<file path="src/rtl/tt_mux_pkg.sv">
// Shared types and bus layout for the tile-array project-select controller.
// Field offsets describe the iw/ow buses seen by every project wrapper.
package tt_mux_pkg;

    typedef enum logic [1:0] {
        ST_IDLE,
        ST_ISOLATE,
        ST_RESET,
        ST_RUN
    } state_e;

    localparam int IW_W = 18;
    localparam int OW_W = 24;

    localparam int IW_CLK    = 0;
    localparam int IW_RSTN   = 1;
    localparam int IW_UI_LO  = 2;
    localparam int IW_UI_HI  = 9;
    localparam int IW_UIO_LO = 10;
    localparam int IW_UIO_HI = 17;

    localparam int OW_UO_LO  = 0;
    localparam int OW_UO_HI  = 7;
    localparam int OW_UIO_LO = 8;
    localparam int OW_UIO_HI = 15;
    localparam int OW_OE_LO  = 16;
    localparam int OW_OE_HI  = 23;

    function automatic logic [IW_W-1:0] pack_iw(
        input logic       clk_b,
        input logic       rstn_b,
        input logic [7:0] ui_b,
        input logic [7:0] uio_b
    );
        logic [IW_W-1:0] iw;
        iw                      = '0;
        iw[IW_CLK]              = clk_b;
        iw[IW_RSTN]             = rstn_b;
        iw[IW_UI_HI:IW_UI_LO]   = ui_b;
        iw[IW_UIO_HI:IW_UIO_LO] = uio_b;
        return iw;
    endfunction

endpackage

</file>
<file path="src/rtl/tt_mux_ow_sel.sv">
// Return-path mux: picks one project's ow word and registers it once.
// clr_i zeroes the register synchronously so the pads never see a stale project.
module tt_mux_ow_sel
    import tt_mux_pkg::*;
#(
    parameter int N_PROJ = 16,
    parameter int SEL_W  = 4
) (
    input  logic                   clk,
    input  logic                   rst,
    input  logic                   clr_i,
    input  logic [SEL_W-1:0]       sel_i,
    input  logic [N_PROJ*OW_W-1:0] ow_all_i,
    output logic [OW_W-1:0]        ow_o
);

    logic [OW_W-1:0] mux;
    logic [OW_W-1:0] ow_q;
    logic [OW_W-1:0] ow_d;

    always_comb begin
        mux = '0;
        for (int k = 0; k < N_PROJ; k++) begin
            if (sel_i == SEL_W'(k)) begin
                mux = ow_all_i[k*OW_W +: OW_W];
            end
        end
    end

    always_comb begin
        ow_d = clr_i ? '0 : mux;
    end

    always_ff @(posedge clk or posedge rst) begin
        if (rst) begin
            ow_q <= '0;
        end else begin
            ow_q <= ow_d;
        end
    end

    assign ow_o = ow_q;

endmodule

</file>
<file path="src/rtl/tt_mux_ctrl.sv">
// Project-select controller: isolate old project, reset new one, then run.
// Owns the shared iw bus, the one-hot ena lines and the registered ow return.
module tt_mux_ctrl
    import tt_mux_pkg::*;
#(
    parameter int N_PROJ     = 16,
    parameter int SEL_W      = 4,
    parameter int RST_CYCLES = 8
) (
    input  logic                   clk,
    input  logic                   rst,
    input  logic                   sel_valid,
    output logic                   sel_ready,
    input  logic                   sel_off,
    input  logic [SEL_W-1:0]       sel_addr,
    output logic                   sel_err,
    output logic [SEL_W-1:0]       cur_sel,
    output logic                   active,
    input  logic [7:0]             pad_ui_in,
    input  logic [7:0]             pad_uio_in,
    input  logic                   pad_rst_n,
    output logic [N_PROJ-1:0]      proj_ena,
    output logic [IW_W-1:0]        proj_iw,
    input  logic [N_PROJ*OW_W-1:0] proj_ow_all,
    output logic [OW_W-1:0]        pad_ow
);

    state_e           state_q, state_d;
    logic [SEL_W-1:0] tgt_q, tgt_d;
    logic [7:0]       cnt_q, cnt_d;
    logic             off_q, off_d;
    logic             err_q, err_d;
    logic [7:0]       ui_q, uio_q;
    logic             rstn_q;
    logic             accept;
    logic             bad_addr;
    logic             ena_on;
    logic             ow_clr;

    assign sel_ready = (state_q == ST_IDLE) || (state_q == ST_RUN);
    assign accept    = sel_valid & sel_ready;
    assign bad_addr  = 32'(sel_addr) >= N_PROJ;

    always_comb begin
        state_d = state_q;
        tgt_d   = tgt_q;
        cnt_d   = cnt_q;
        off_d   = off_q;
        err_d   = 1'b0;
        unique case (state_q)
            ST_IDLE, ST_RUN: begin
                if (accept) begin
                    state_d = ST_ISOLATE;
                    off_d   = sel_off | bad_addr;
                    err_d   = ~sel_off & bad_addr;
                    if (!(sel_off | bad_addr)) begin
                        tgt_d = sel_addr;
                    end
                end
            end
            ST_ISOLATE: begin
                cnt_d   = 8'(RST_CYCLES - 1);
                state_d = off_q ? ST_IDLE : ST_RESET;
            end
            ST_RESET: begin
                if (cnt_q == 8'd0) begin
                    state_d = ST_RUN;
                end else begin
                    cnt_d = cnt_q - 8'd1;
                end
            end
            default: state_d = ST_IDLE;
        endcase
    end

    always_ff @(posedge clk or posedge rst) begin
        if (rst) begin
            state_q <= ST_IDLE;
            tgt_q   <= '0;
            cnt_q   <= '0;
            off_q   <= 1'b0;
            err_q   <= 1'b0;
        end else begin
            state_q <= state_d;
            tgt_q   <= tgt_d;
            cnt_q   <= cnt_d;
            off_q   <= off_d;
            err_q   <= err_d;
        end
    end

    always_ff @(posedge clk or posedge rst) begin
        if (rst) begin
            ui_q   <= '0;
            uio_q  <= '0;
            rstn_q <= 1'b0;
        end else begin
            ui_q   <= pad_ui_in;
            uio_q  <= pad_uio_in;
            rstn_q <= pad_rst_n;
        end
    end

    assign active  = state_q == ST_RUN;
    assign ena_on  = (state_q == ST_RESET) || active;
    assign cur_sel = active ? tgt_q : '0;
    assign sel_err = err_q;

    always_comb begin
        proj_ena = '0;
        if (ena_on) begin
            proj_ena = N_PROJ'(1) << tgt_q;
        end
    end

    // Pad inputs only reach the project once it is running; RESET holds rst_n low.
    always_comb begin
        proj_iw = pack_iw(clk,
                          active & rstn_q,
                          active ? ui_q : 8'h00,
                          active ? uio_q : 8'h00);
    end

    // Clear on the edge that leaves RUN so ISOLATE already sees pad_ow = 0.
    assign ow_clr = !((state_q == ST_RUN) && (state_d == ST_RUN));

    tt_mux_ow_sel #(
        .N_PROJ (N_PROJ),
        .SEL_W  (SEL_W)
    ) u_ow_sel (
        .clk      (clk),
        .rst      (rst),
        .clr_i    (ow_clr),
        .sel_i    (tgt_q),
        .ow_all_i (proj_ow_all),
        .ow_o     (pad_ow)
    );

endmodule

</file>
<file path="config.mk">
export PLATFORM = sky130hd
export DESIGN_NAME = tt_mux_ctrl
export DESIGN_NICKNAME = d
export VERILOG_FILES = /design/src/rtl/tt_mux_pkg.sv /design/src/rtl/tt_mux_ow_sel.sv /design/src/rtl/tt_mux_ctrl.sv
export SDC_FILE = /design/constraint.sdc
export NUM_CORES = 1
export LEC_CHECK = 0
export BUFFER_PORTS_ARGS = -buffer_cell sky130_fd_sc_hd__buf_2
export CAP_MARGIN = 20
export CELL_PAD_IN_SITES_DETAIL_PLACEMENT = 0
export CELL_PAD_IN_SITES_GLOBAL_PLACEMENT = 1
export CORE_AREA = 2 2 185 187
export DETAILED_ROUTE_END_ITERATION = 7
export DIE_AREA = 0 0 187 189
export PLACE_DENSITY_LB_ADDON = 0.1
export REMOVE_ABC_BUFFERS = 1
export SKIP_LAST_GASP = 1
export SYNTH_ARGS = -nofsm -noshare
export SYNTH_HDL_FRONTEND = slang
export SYNTH_SLANG_ARGS = --single-unit
</file>
<file path="constraint.sdc">
create_clock -name clk -period 2.8 [get_ports clk]
set_input_delay 0.28 -clock clk [delete_from_list [all_inputs] [get_ports clk]]
set_output_delay 0.28 -clock clk [all_outputs]
set_load 0.01 [all_outputs]
</file>
==> summary.md, run 1 <==
| Metric | Value |
|---|---|
| Slew at the pin closest to its max-slew limit | `0.777 ns` |
| Residual overflow from global routing | `0` |
| Number of violations reported at the end of detailed-routing iteration 0 | `262` |
| Portion of the post-synthesis area used by sequential elements | `23.9%` |
| Category of cells accounting for the largest share of critical-path delay | `simple AND/OR/NAND/NOR gates` |
| Count of endpoints failing setup in the final report | `0` |
| CTS clock-pin slew for the worst setup and hold paths | `0.09 ns` |
| Max-cap violation count | `0` |
| Sum of net half-perimeters after detailed placement | `28200 um` |
| Power after layout | `8.52 mW` |
| Netlist cell types | `62` |
| Worst clock skew | `0.0121 ns` |
| Average cell area after synthesis | `8.54 um2` |
| Initial Utilization | `17.6%` |
| Buffers and inverters on the worst path | `1` |
| Cells after synthesis | `687` |
| Count of fill cells added during filler insertion | `3742` |
| Crit end category | `register` |
| Core region area | `33300 um2` |
| Global-route wire length before repair | `51600 um` |
| Ranking of synthesized cells by area | `sky130_fd_sc_hd__dfrtp_1 (24%), sky130_fd_sc_hd__mux4_2 (12%), sky130_fd_sc_hd__mux2i_1 (6.7%)` |
| Peak VDD IR | `378 uV` |
| Number of placement rows | `67` |
| Delay of the slowest cell on the worst path | `0.66 ns` |
| Ys async rst share | `100%` |
| Routed vias | `7503` |
| Die Footprint | `35300 um2` |
| Fmax achieved | `385 MHz` |
| Antenna violations before repair | `8` |
| Number of search-and-repair iterations in the first detailed-routing pass | `4` |
| Combined global-route utilization of all metal layers | `19.4%` |
| Max FO, Critical Path | `9` |
| RSZ-0062 raised after global routing | `false` |
| Post-Route Utilization | `28.1%` |
| TritonCTS clock tree | `built` |
| Maximum number of pins on one net before global-route repair | `55` |
| Run status | `complete, no violations` |
| Die Height | `189 um` |
| Ports placed on the boundary | `474` |
| Total negative setup slack | `0 ns` |
| Min Tclk post-route | `2.59 ns` |
| Pre-CTS setup slack | `0.173 ns` |
| Kind of start point of the critical path | `register` |
| Most common cell in the netlist | `sky130_fd_sc_hd__nor2_1` |
| Vias in the first global route | `8151` |
| Cell area after layout | `9360 um2` |
| Total wirelength of the detailed-routed design | `35400 um` |
| Number of enable-type register cells in the synthesized netlist | `0` |
| Leading cell types by count after synthesis | `sky130_fd_sc_hd__nor2_1 (76), sky130_fd_sc_hd__a21oi_1 (67), sky130_fd_sc_hd__dfrtp_1 (56)` |
| Class of the most critical hold timing path | `input pin to register` |
| Synth area leader | `sky130_fd_sc_hd__dfrtp_1` |
| Gpl congestion | `0.770` |
| Critical path data arrival time | `2.94 ns` |
| Area of the mapped netlist | `5860 um2` |
| Final Hold Vio Count | `0` |
| Count of buffers inserted at the top-level ports | `472` |
| Yosys warning count | `0` |
| Number of storage elements in the synthesis netlist | `56` |
| Antenna violation net count after detailed routing | `0` |
| Final layout net count | `1573` |
| Drc violations | `0` |
| Die Width | `187 um` |
| Cells along the critical path | `inv_1, ha_1, or4b_2, o211a_1, or2_1, a221o_1, a31oi_1` |
| Routed via count divided by cell count | `4.65` |
| Worst setup slack after layout | `0.205 ns` |
| Yosys top cell area share | `23.9%` |
| Post-CTS Setup Inserts | `0` |
| Part of the cycle the worst path needs | `92.7%` |
| Worst path slowest cell | `sky130_fd_sc_hd__or4b_2` |
| Share of cells above drive strength 1 | `52.4%` |
| Required time at the worst-slack endpoint | `3.15 ns` |
| Layout overhead on the synthesized area | `59.5%` |
| Total count of max-transition violations in the final report | `0` |
| Power density relative to cell area | `911 nW/um2` |
| Leak | `4.50 nW` |
| Dpl cell area | `8910 um2` |
| Wire length per cell after detailed routing | `21.9 um` |
| Kind of critical path | `register to register` |
| Most used flip-flop cell after synthesis | `sky130_fd_sc_hd__dfrtp_1` |
| Max-slew headroom at the worst pin | `48.2%` |
| Clock latency at the later pin of the worst-skew pair | `0.42 ns` |
timing repair:
item / CTS / global route
gates resized for setup: 1 / 0
setup endpoints to repair: 4 / 0
hold buffers: 17 / 1
hold endpoints to repair: 17 / 11
sequential cells by signal (all words and copies together) (netlist names):
| register | count |
|---|---|
| cnt_q | 8 |
| off_q | 1 |
| rstn_q | 1 |
| state_q | 2 |
| tgt_q | 4 |
| u_ow_sel.ow_o | 24 |
| ui_q | 8 |
| uio_q | 8 |
per-stage QoR:
step           hold WS (ns)  cells
2_1_floorplan         0.280    616
3_3_place_gp          0.381   1579
3_5_place_dp          0.381   1579
4_1_cts              0.0795   1607
5_1_grt              0.0892   1612
6_report              0.108   1613
layer usage:
layer,routed length (um),GRT usage [%]
met1,14600,23.2
met2,17900,35.0
met3,2370,5.04
met4,432,3.94
met5,46,0
report_power, final:
group          internal (mW)  switching (mW)  leakage [nW]  total (mW)
sequential             0.968           0.311         0.713        1.28
clock                  0.532           0.401         0.109       0.933
combinational           2.70            3.61          3.67        6.31
worst paths after layout:
kind,from,to,slack [ns],cells after the start
min in group asynchronous,rst,rstn_q,0.28,3
hold reg to reg,cnt_q[5],cnt_q[5],0.50,1
setup / recovery,state_q[0],u_ow_sel.ow_o[22],0.21,7
max in group asynchronous,rst,off_q,1.82,5
setup reg to reg,state_q[0],u_ow_sel.ow_o[22],0.21,7
hold / removal,sel_addr[1],tgt_q[1],0.11,2
cells by family (layout without fill, tap and decap cells):
group                      after synthesis  in the layout  synth area share, %
AOI/OAI and AO/OA                      241            241                 27.5
adders and majority gates                4              4                0.853
muxes                                  102            102                 24.9
DFF                                     56             56                 23.9
other                                    1              5               0.0639
buffers and inverters                   86            560                 6.14
xor gates and xnor gates                 3              3                0.448
and+or+nand+nor                        194            194                 16.2
placed cells by master (no fill, tap or decap), types with 5 or more instances in the layout:
| cell type | n |
|---|---|
| sky130_fd_sc_hd__o22ai_1 | 20 |
| sky130_fd_sc_hd__buf_4 | 36 |
| sky130_fd_sc_hd__buf_2 | 472 |
| sky130_fd_sc_hd__nor3_1 | 16 |
| sky130_fd_sc_hd__inv_1 | 12 |
| sky130_fd_sc_hd__a211oi_1 | 8 |
| sky130_fd_sc_hd__dfrtp_1 | 52 |
| sky130_fd_sc_hd__nand3_1 | 13 |
| sky130_fd_sc_hd__o211ai_1 | 11 |
| sky130_fd_sc_hd__o21a_1 | 12 |
| sky130_fd_sc_hd__a21oi_1 | 67 |
| sky130_fd_sc_hd__or4_1 | 5 |
| sky130_fd_sc_hd__nor2_1 | 74 |
| sky130_fd_sc_hd__mux4_2 | 32 |
| sky130_fd_sc_hd__o31ai_1 | 11 |
| sky130_fd_sc_hd__mux2i_1 | 39 |
| sky130_fd_sc_hd__o221ai_1 | 17 |
| sky130_fd_sc_hd__a31oi_1 | 9 |
| sky130_fd_sc_hd__a22oi_1 | 15 |
| sky130_fd_sc_hd__mux2_2 | 31 |
| sky130_fd_sc_hd__buf_12 | 7 |
| sky130_fd_sc_hd__and2_1 | 18 |
| sky130_fd_sc_hd__nand2b_1 | 7 |
| sky130_fd_sc_hd__o21ai_0 | 31 |
| sky130_fd_sc_hd__nand2_1 | 29 |
| sky130_fd_sc_hd__clkbuf_16 | 8 |
| sky130_fd_sc_hd__nor2b_1 | 9 |
| sky130_fd_sc_hd__dlygate4sd3_1 | 18 |
| sky130_fd_sc_hd__a221oi_1 | 8 |
worst register-to-register path: stages, from the launching register on:
cell,delay [ns]
sky130_fd_sc_hd__dfrtp_1,0.38
sky130_fd_sc_hd__inv_1,0.07
sky130_fd_sc_hd__ha_1,0.30
sky130_fd_sc_hd__or4b_2,0.66
sky130_fd_sc_hd__o211a_1,0.25
sky130_fd_sc_hd__or2_1,0.40
sky130_fd_sc_hd__a221o_1,0.32
sky130_fd_sc_hd__a31oi_1,0.14
cell type report:
| class | count | area [um2] | share of cell area, % |
|---|---|---|---|
| Tap cell | 448 | 561 | 5.99 |
| Timing Repair Buffer | 533 | 2980 | 31.8 |
| Sequential cell | 56 | 1410 | 15.1 |
| Antenna cell | 4 | 10.0 | 0.107 |
| Inverter | 15 | 57.6 | 0.615 |
| Multi-Input combinational cell | 545 | 4110 | 43.9 |
| Clock inverter | 3 | 26.3 | 0.281 |
| Clock buffer | 9 | 205 | 2.19 |
Note: power is estimated with default switching activity, not from simulation.
==> run 2: changes to the inputs <==
--- a/config.mk
+++ b/config.mk
@@ -12,8 +12,10 @@
 export CORE_AREA = 2 2 185 187
 export DETAILED_ROUTE_END_ITERATION = 7
 export DIE_AREA = 0 0 187 189
+export HOLD_SLACK_MARGIN = 0.15
 export PLACE_DENSITY_LB_ADDON = 0.1
 export REMOVE_ABC_BUFFERS = 1
+export SKIP_CTS_REPAIR_TIMING = 1
 export SKIP_LAST_GASP = 1
 export SYNTH_ARGS = -nofsm -noshare
 export SYNTH_HDL_FRONTEND = slang
==> run 2 against run 1 <==
Die area unchanged. Routed wire length decreased by 0.25%. Clock-buffer cell count unchanged. Sequential share of layout area decreased by 0.052 points. Cell area increased by 0.35%. Critical path depth unchanged. Non-clock buffer count increased by 5. Via count decreased by 0.24%. First-iteration DRC count increased by 12%. Combinational power about the same. Setup slack got worse by 0.0013 ns.
==> summary.md, run 2 (same netlist as run 1, synthesis figures left out) <==
| Metric | Value |
|---|---|
| Die Height | `189 um (unchanged)` |
| Total wirelength of the detailed-routed design | `35300 um (-0.25%)` |
| Reg2Reg Capture Point | `u_ow_sel.ow_o[22]` |
| Max-cap violation count | `0 (unchanged)` |
| Cell area after layout | `9390 um2 (+0.35%)` |
| Worst path slowest cell | `sky130_fd_sc_hd__or4b_2` |
| Routed vias | `7485 (-0.24%)` |
| Combined global-route utilization of all metal layers | `19.3% (-0.12 points)` |
| Wire length per cell after detailed routing | `21.8 um (-0.55%)` |
| Power density relative to cell area | `907 nW/um2 (-0.50%)` |
| Routed via count divided by cell count | `4.63 (-0.55%)` |
| Delay of the slowest cell on the worst path | `0.66 ns (about the same)` |
| Power after layout | `8.51 mW (-0.15%)` |
| Number of logic stages on the critical path including buffering | `7 (unchanged)` |
| Fmax achieved | `385 MHz (about the same)` |
| Kind of start point of the critical path | `register` |
| Count of fill cells added during filler insertion | `3741 (-0.027%)` |
| Area taken by flip-flops and latches | `1410 um2 (unchanged)` |
| Max FO, Critical Path | `9 (unchanged)` |
| Category of cells accounting for the largest share of critical-path delay | `simple AND/OR/NAND/NOR gates` |
| Register-to-Register Setup Slack | `0.20 ns (about the same)` |
| Part of the cycle the worst path needs | `92.7% (about the same)` |
| Count of buffers inserted at the top-level ports | `472 (unchanged)` |
| Count of endpoints failing setup in the final report | `0 (unchanged)` |
| Class of the most critical hold timing path | `input pin to register` |
| Min Tclk post-route | `2.60 ns (+0.00130 ns)` |
| Cells along the critical path | `inv_1, ha_1, or4b_2, o211a_1, or2_1, a221o_1, a31oi_1` |
| Kind of critical path | `register to register` |
| Antenna violation net count after detailed routing | `0 (unchanged)` |
| Final Hold Vio Count | `0 (unchanged)` |
| Run status | `complete, no violations` |
| Crit end category | `register` |
| Required time at the worst-slack endpoint | `3.15 ns (about the same)` |
| Share of cells above drive strength 1 | `52.1% (-0.31 points)` |
| Net switching power | `4.31 mW (-0.32%)` |
| Number of violations reported at the end of detailed-routing iteration 0 | `293 (+12%)` |
| Endpoint, Worst Hold | `u_ow_sel.ow_o[7]` |
| Clock latency at the later pin of the worst-skew pair | `0.42 ns (about the same)` |
| Worst clock skew | `0.0125 ns (+0.000432 ns)` |
| Number of instances in the placed design | `1579 (unchanged)` |
| Sw frac | `50.6% (-0.087 points)` |
| CTS clock-pin slew for the worst setup and hold paths | `0.09 ns (about the same)` |
| Ports placed on the boundary | `474 (unchanged)` |
| Share of power burned in combinational logic | `74.1% (about the same)` |
| Final layout net count | `1578 (+0.32%)` |
| Global-route wire length before repair | `51200 um (-0.79%)` |
| Slew at the pin closest to its max-slew limit | `0.955 ns (+0.178 ns)` |
| Total count of max-transition violations in the final report | `0 (unchanged)` |
| Buffers and inverters on the worst path | `1 (unchanged)` |
| Die Footprint | `35300 um2 (unchanged)` |
| Min Hold Slack | `0.181 ns (+0.0735 ns)` |
| Max-slew headroom at the worst pin | `36.3% (-12 points)` |
| Number of search-and-repair iterations in the first detailed-routing pass | `4 (unchanged)` |
| Register share of total power | `15.1% (about the same)` |
| Part of the power in the clock network | `10.9% (about the same)` |
| Leak | `4.51 nW (+0.28%)` |
| Residual overflow from global routing | `0 (unchanged)` |
| Initial Utilization | `17.6% (unchanged)` |
| Maximum number of pins on one net before global-route repair | `55 (unchanged)` |
| Gpl congestion | `0.770 (unchanged)` |
| Commonest cells after routing, fill and taps aside | `sky130_fd_sc_hd__buf_2 (472), sky130_fd_sc_hd__nor2_1 (74), sky130_fd_sc_hd__a21oi_1 (67)` |
| Antenna violations before repair | `8 (unchanged)` |
| Core region area | `33300 um2 (unchanged)` |
| Hold Crit Depth | `3 (+1)` |
| Dpl cell area | `8910 um2 (unchanged)` |
| Die Width | `187 um (unchanged)` |
| Vias in the first global route | `8060 (-1.1%)` |
| Layout overhead on the synthesized area | `60.1%` |
| TritonCTS clock tree | `built` |
| Hold path startpoint | `proj_ow_all[367]` |
| Critical path data arrival time | `2.94 ns (about the same)` |
| Final Instance Count excl. Fillers | `1618 (+0.31%)` |
| Logic depth of the worst register-to-register path | `7 (unchanged)` |
| Number of placement rows | `67 (unchanged)` |
| Area of the multi-input gates | `4110 um2 (unchanged)` |
| Most common cell after layout, fill and taps aside | `sky130_fd_sc_hd__buf_2` |
| Peak VDD IR | `376 uV (-0.47%)` |
| Sum of net half-perimeters after detailed placement | `28200 um (unchanged)` |
| Reg2reg start | `state_q[0]` |
| Max reg flops | `24 (unchanged)` |
| Drc violations | `0 (unchanged)` |
| RSZ-0062 raised after global routing | `false` |
| Power Internal | `4.20 mW (about the same)` |
run 2: worst register-to-register path, stage by stage, from the launching register on:
cell and delay (ns):
sky130_fd_sc_hd__dfrtp_1 0.38, sky130_fd_sc_hd__inv_1 0.07, sky130_fd_sc_hd__ha_1 0.30, sky130_fd_sc_hd__or4b_2 0.66
sky130_fd_sc_hd__o211a_1 0.25, sky130_fd_sc_hd__or2_1 0.40, sky130_fd_sc_hd__a221o_1 0.32, sky130_fd_sc_hd__a31oi_1 0.14
run 2: power groups by stage:
stage / Clock (mW) / Sequential [mW] / Combinational [mW]
finish: 0.926 / 1.28 / 6.30
global route: 1.01 / 1.32 / 6.91
CTS: 0.977 / 1.30 / 6.41
detailed placement: 0.0216 / 1.31 / 6.38
global placement: 0.0216 / 1.30 / 6.44
floorplan: 0 / 1.66 / 3.21
run 2: stage by stage:
| step | setup slack, ns | setup TNS (ns) | util (%) |
|---|---|---|---|
| 4_1_cts | -0.0309 | -0.0543 | 27.5 |
| 6_report | 0.204 | 0 | 28.2 |
| 3_5_place_dp | 0.173 | 0 | 26.8 |
| 2_1_floorplan | -3.50 | -119.58 | - |
| 5_1_grt | 0.0419 | 0 | 28.2 |
| 3_3_place_gp | 0.196 | 0 | 26.8 |
run 2: layout make-up:
type	instances	share of cell area, %
clock inverter	3	0.280
timing repair buffer	538	32.0
inverter	15	0.613
tap	448	5.97
sequential	56	15.0
multi-input combinational	545	43.8
clock buffer	9	2.19
antenna	4	0.107
run 2: how the worst max path moves through the flow:
stage / from / to
final: state_q[0] / u_ow_sel.ow_o[22]
after global routing: state_q[0] / u_ow_sel.ow_o[22]
after CTS: tgt_q[2] / proj_ena[13]
after detailed placement: state_q[0] / u_ow_sel.ow_o[22]
after global placement: state_q[0] / u_ow_sel.ow_o[22]
after floorplan: tgt_q[0] / u_ow_sel.ow_o[13]
run 2: per-layer routing:
| metal | up-vias | part of all wire [%] | GRT usage (%) | routed length [um] |
|---|---|---|---|---|
| met4 | 8 | 1.2 | 3.94 | 432 |
| met2 | 279 | 50 | 34.6 | 17800 |
| li1 | 3594 | - | - | - |
| met1 | 3576 | 41 | 23.1 | 14600 |
| met5 | - | 0.13 | 0 | 46 |
| met3 | 28 | 6.8 | 5.08 | 2390 |
